[src/rtl/draw_sequencer.sv]
// Raster sequencer: walks a clear/full-screen/sprite region and issues ROM addresses,
// with plot, x, y, black and colour-source select delayed one cycle to line up with ROM data.
module draw_sequencer #(
    parameter int unsigned SCREEN_W = 160,
    parameter int unsigned SCREEN_H = 120,
    parameter int unsigned SPRITE_W = 40,
    parameter int unsigned SPRITE_H = 40
) (
    input  logic        clk,
    input  logic        reset,
    input  logic        req,
    input  logic [1:0]  req_kind,
    input  logic [4:0]  req_mem,
    input  logic [3:0]  req_xsel,
    input  logic [1:0]  req_ysel,
    output logic        busy,
    output logic        done,
    output logic [14:0] address,
    output logic [7:0]  x,
    output logic [6:0]  y,
    output logic        plot,
    output logic        black,
    output logic [4:0]  memory_sel
);

    localparam int unsigned COL_W  = 8;
    localparam int unsigned ROW_W  = 7;
    localparam int unsigned ADDR_W = 15;

    typedef enum logic [2:0] {
        IDLE  = 3'd0,
        LOAD  = 3'd1,
        SCAN  = 3'd2,
        FLUSH = 3'd3,
        DONE  = 3'd4
    } state_t;

    state_t             state;
    logic [1:0]         kind_q;
    logic [4:0]         mem_q;
    logic [3:0]         xsel_q;
    logic [1:0]         ysel_q;
    logic [COL_W-1:0]   x0_q;
    logic [ROW_W-1:0]   y0_q;
    logic [COL_W-1:0]   width_q;
    logic [ROW_W-1:0]   height_q;
    logic [COL_W-1:0]   col_q;
    logic [ROW_W-1:0]   row_q;

    logic last_col;
    logic last_row;
    logic kind_black;

    // Sprite x origin for each battle slot
    function automatic logic [COL_W-1:0] x_origin(input logic [3:0] sel);
        case (sel)
            4'd1:    x_origin = COL_W'(36);
            4'd2:    x_origin = COL_W'(30);
            4'd3:    x_origin = COL_W'(24);
            4'd4:    x_origin = COL_W'(18);
            4'd5:    x_origin = COL_W'(12);
            4'd6:    x_origin = COL_W'(6);
            4'd8:    x_origin = COL_W'(90);
            4'd9:    x_origin = COL_W'(96);
            4'd10:   x_origin = COL_W'(102);
            4'd11:   x_origin = COL_W'(108);
            4'd12:   x_origin = COL_W'(114);
            4'd13:   x_origin = COL_W'(120);
            default: x_origin = COL_W'(0);
        endcase
    endfunction

    function automatic logic [ROW_W-1:0] y_origin(input logic [1:0] sel);
        y_origin = (sel == 2'd1) ? ROW_W'(30) : ROW_W'(0);
    endfunction

    assign last_col   = (col_q == width_q - COL_W'(1));
    assign last_row   = (row_q == height_q - ROW_W'(1));
    // Reserved kind 3 behaves as clear-to-black
    assign kind_black = (kind_q == 2'd0) || (kind_q == 2'd3);

    always_ff @(posedge clk or posedge reset) begin
        if (reset) begin
            state      <= IDLE;
            kind_q     <= 2'd0;
            mem_q      <= 5'd0;
            xsel_q     <= 4'd0;
            ysel_q     <= 2'd0;
            x0_q       <= '0;
            y0_q       <= '0;
            width_q    <= '0;
            height_q   <= '0;
            col_q      <= '0;
            row_q      <= '0;
            busy       <= 1'b0;
            done       <= 1'b0;
            address    <= '0;
            x          <= '0;
            y          <= '0;
            plot       <= 1'b0;
            black      <= 1'b0;
            memory_sel <= 5'd0;
        end else begin
            done  <= 1'b0;
            plot  <= 1'b0;
            black <= 1'b0;
            case (state)
                IDLE: begin
                    if (req) begin
                        kind_q <= req_kind;
                        mem_q  <= req_mem;
                        xsel_q <= req_xsel;
                        ysel_q <= req_ysel;
                        busy   <= 1'b1;
                        state  <= LOAD;
                    end
                end
                LOAD: begin
                    if (kind_q == 2'd2) begin
                        x0_q     <= x_origin(xsel_q);
                        y0_q     <= y_origin(ysel_q);
                        width_q  <= COL_W'(SPRITE_W);
                        height_q <= ROW_W'(SPRITE_H);
                    end else begin
                        x0_q     <= '0;
                        y0_q     <= '0;
                        width_q  <= COL_W'(SCREEN_W);
                        height_q <= ROW_W'(SCREEN_H);
                    end
                    col_q   <= '0;
                    row_q   <= '0;
                    address <= '0;
                    state   <= SCAN;
                end
                SCAN: begin
                    // Pixel strobe for the address on the bus this cycle lands next cycle
                    plot       <= 1'b1;
                    black      <= kind_black;
                    x          <= x0_q + col_q;
                    y          <= y0_q + row_q;
                    memory_sel <= mem_q;
                    if (last_col) begin
                        col_q <= '0;
                        if (last_row) begin
                            state <= FLUSH;
                        end else begin
                            row_q   <= row_q + ROW_W'(1);
                            address <= address + ADDR_W'(1);
                        end
                    end else begin
                        col_q   <= col_q + COL_W'(1);
                        address <= address + ADDR_W'(1);
                    end
                end
                FLUSH: begin
                    busy  <= 1'b0;
                    done  <= 1'b1;
                    state <= DONE;
                end
                DONE: begin
                    state <= IDLE;
                end
                default: begin
                    busy  <= 1'b0;
                    state <= IDLE;
                end
            endcase
        end
    end

endmodule

[config.mk]
export PLATFORM = sky130hd
export DESIGN_NAME = draw_sequencer
export DESIGN_NICKNAME = d
export VERILOG_FILES = /design/src/rtl/draw_sequencer.sv
export SDC_FILE = /design/constraint.sdc
export NUM_CORES = 1
export LEC_CHECK = 0
export ABC_AREA = 1
export ABC_CLOCK_PERIOD_IN_PS = 3400
export CAP_MARGIN = 10
export CELL_PAD_IN_SITES_DETAIL_PLACEMENT = 1
export CELL_PAD_IN_SITES_GLOBAL_PLACEMENT = 1
export CORE_UTILIZATION = 43
export CTS_BUF_LIST = sky130_fd_sc_hd__clkbuf_8
export CTS_CLUSTER_SIZE = 30
export DETAILED_ROUTE_END_ITERATION = 10
export GPL_TIMING_DRIVEN = 0
export PLACE_DENSITY = 0.82
export SLEW_MARGIN = 20
export SYNTH_ARGS = -nofsm -noshare
export SYNTH_HDL_FRONTEND = slang
export SYNTH_SLANG_ARGS = --single-unit
[constraint.sdc]
create_clock -name clk -period 3.4 [get_ports clk]
set_clock_uncertainty 0.05 [all_clocks]
set_input_delay 0.68 -clock clk [delete_from_list [all_inputs] [get_ports clk]]
set_output_delay 0.68 -clock clk [all_outputs]
set_load 0.02 [all_outputs]
==> reports/metrics.yaml <==
status: "finished clean"
hold_viol_final: 0
synth_top_area_share: 0.454
min-delay-start: "y[1]"
htree_levels: 3
post_cts_buffers: 0
maxCapViolations: 0
yosys_register_bits: 80
firstDrtPassIters: 4
max_freq_mhz: 447
grt_pass1_wl_um: 20900
synth_top_area_cell: "dfrtp_1"
vdd_drop_max_uv: 352
yosysWarnings: 0
via_count: 4040
stdcell_count: 760
static-leakage-power_nw: 2.62
die_w_um: 103
fin_crit_sh: 0.658
crit_arrival_ns: 1.51
r2r_slack_ns: 1.30
yosysSeqAreaShare: 0.454
drcViolationCount: 0
crit_cells: 1
cts_resized: 0
grt_usage: 0.259
setup_violations: 0
yosys_most_used_dff: "dfrtp_1"
wl_um: 12700
port_buffers: 54
syn_area_per_cell_um2: 7.94
synth_cell_type_count: 35
end_kind: "output pin"
r2r_end: "address[3]"
layout_common_cells: "155 x nand2_1, 80 x dfrtp_1, 58 x nor2_1"
grt_antenna_before_repair: 0
drt-vias-per-instance: 5.32
grt_max_degree: 54
dp.cells: 744
clkSlewWorstSetupHoldPaths_ns: 0.09
dp_hpwl_um: 9440
slowest_delay_ns: 0.66
final_nets: 661
synth_nets: 595
ios: 55
hold_buffers: 0
core_area_mm2: 0.00986
path_class: "flop to output pin"
synth_cells: 556
power_density_mw_per_mm2: 751
synth.area.top_cells: "dfrtp_1 45%, nand2_1 13%, ha_1 6.0%"
synth_area_mm2: 0.00441
start_util: 0.447
gp_congestion: 0.867
n_antenna_cell: 0
clock-sinks: 80
grt-ovfl-total: 0
final_common_cell: "nand2_1"
insertion_delay_ns: 0.36
cp.required_ns: 2.67
r2r-start: "width_q[5]"
path_buf_inv: 1
die_height_um: 103
clock_path_buffers: 2
syn_to_final_growth_pct: 21.5
synthArstFlopShare: 1.00
path_cells: "clkdlybuf4s50_1"
fin_crit_ns: 2.24
worst_slack_ns: 1.16
cts_tree: "yes"
routedWlPerCell_um: 16.7
min_path_type: "flop to flop"
grt_setup_unrepaired: "no"
drv_slew: 0
slowest_stage: "clkdlybuf4s50_1"
first_iter_violations: 175
pre_cts_ws_ns: 1.18
rows: 36
cts_made_buffers: 9
synth-edff-count: 0
drtAntennaViolNets: 0
die-area_mm2: 0.0107
slew_headroom: 0.532
hold_path_end: "y[1]"
min_path_cells: 2
worst_pin_slew_ns: 0.697
clockRootBuffer: "clkbuf_8"
ff2ff_path_depth: 11
grt_pass1_vias: 4281
start_kind: "flop"
path_delay_family: "buffers and inverters"
drive_gt1_frac: 0.0638
critPathMaxFanout: 7
-- per-layer routing --
layer | GRT usage | part of all wire | up-vias
li1 | - | - | 1944
met2 | 0.459 | 0.52 | 65
met5 | 0 | 0 | -
met4 | 0.0867 | 0.014 | 0
met1 | 0.329 | 0.44 | 2018
met3 | 0.0323 | 0.027 | 13
-- cell usage after synthesis, drive strengths merged, types with 7 or more instances --
library cell and count:
ha 21, dfrtp 80, nor3 13, nor2 58, nand3 38, xor2 9, clkbuf 9, o21ai 27
buf 7, nand4 25, inv 59, a21oi 22, nand2 158
-- how the worst max path moves through the flow --
| stage | endpoint | start |
|---|---|---|
| final | address[5] | address[5] |
| after global routing | address[5] | address[5] |
| after floorplan | address[0] | reset |
| after CTS | address[5] | address[5] |
| after global placement | busy | reset |
| after detailed placement | busy | req |
-- layout make-up --
type / instances / area, µm²
clock buffer: 9 / 124
clock inverter: 7 / 87.6
fill: 1197 / 4500
sequential: 80 / 2000
tap: 133 / 166
buffer: 16 / 82.6
multi-input combinational: 401 / 2110
inverter: 59 / 224
timing repair buffer: 55 / 568
-- through the flow --
stage	total power [mW]	cell area (µm²)	hold slack (ns)	util	TNS [ns]
6_report	4.03	5360	0.438	0.544	0
5_1_grt	4.31	5360	0.469	0.544	0
4_1_cts	4.07	5360	0.444	0.544	0
3_5_place_dp	3.28	5150	0.423	0.522	0
3_3_place_gp	3.17	5120	0.413	0.519	-60.93
2_1_floorplan	2.55	4410	0.395	-	0
-- flip-flops by register name (all words and copies together), names as in the netlist --
| signal | flops |
|---|---|
| ysel_q | 2 |
| xsel_q | 4 |
| plot | 1 |
| address | 15 |
| row_q | 7 |
| state | 3 |
| done | 1 |
| black | 1 |
| height_q | 1 |
| mem_q | 5 |
| x0_q | 6 |
| width_q | 2 |
| y | 7 |
| y0_q | 1 |
| kind_q | 2 |
| col_q | 8 |
| busy | 1 |
| x | 8 |
| memory_sel | 5 |
-- tightest hold or removal path: stages (launching register included) --
cell and delay (ns):
dfrtp_1 0.35, nand2_1 0.05, nand2_1 0.06
-- report_power, final --
part           leakage, nW  internal, mW  switching, mW
Clock                0.114         0.409          0.366
Combinational         1.46         0.639           1.17
Sequential            1.04          1.23          0.212
Total                 2.61          2.28           1.75
-- cell families after synthesis --
group / after synthesis / synth area share
XOR/XNOR: 13 / 0.0258
flip-flops: 80 / 0.454
buffers and inverters: 75 / 0.0689
AND/OR/NAND/NOR: 302 / 0.299
AO/OA/AOI/OAI: 61 / 0.0794
multiplexers: 2 / 0.00510
adder cells (fa/ha/maj): 23 / 0.0686
No activity file was read; power rests on OpenSTA's default activity.
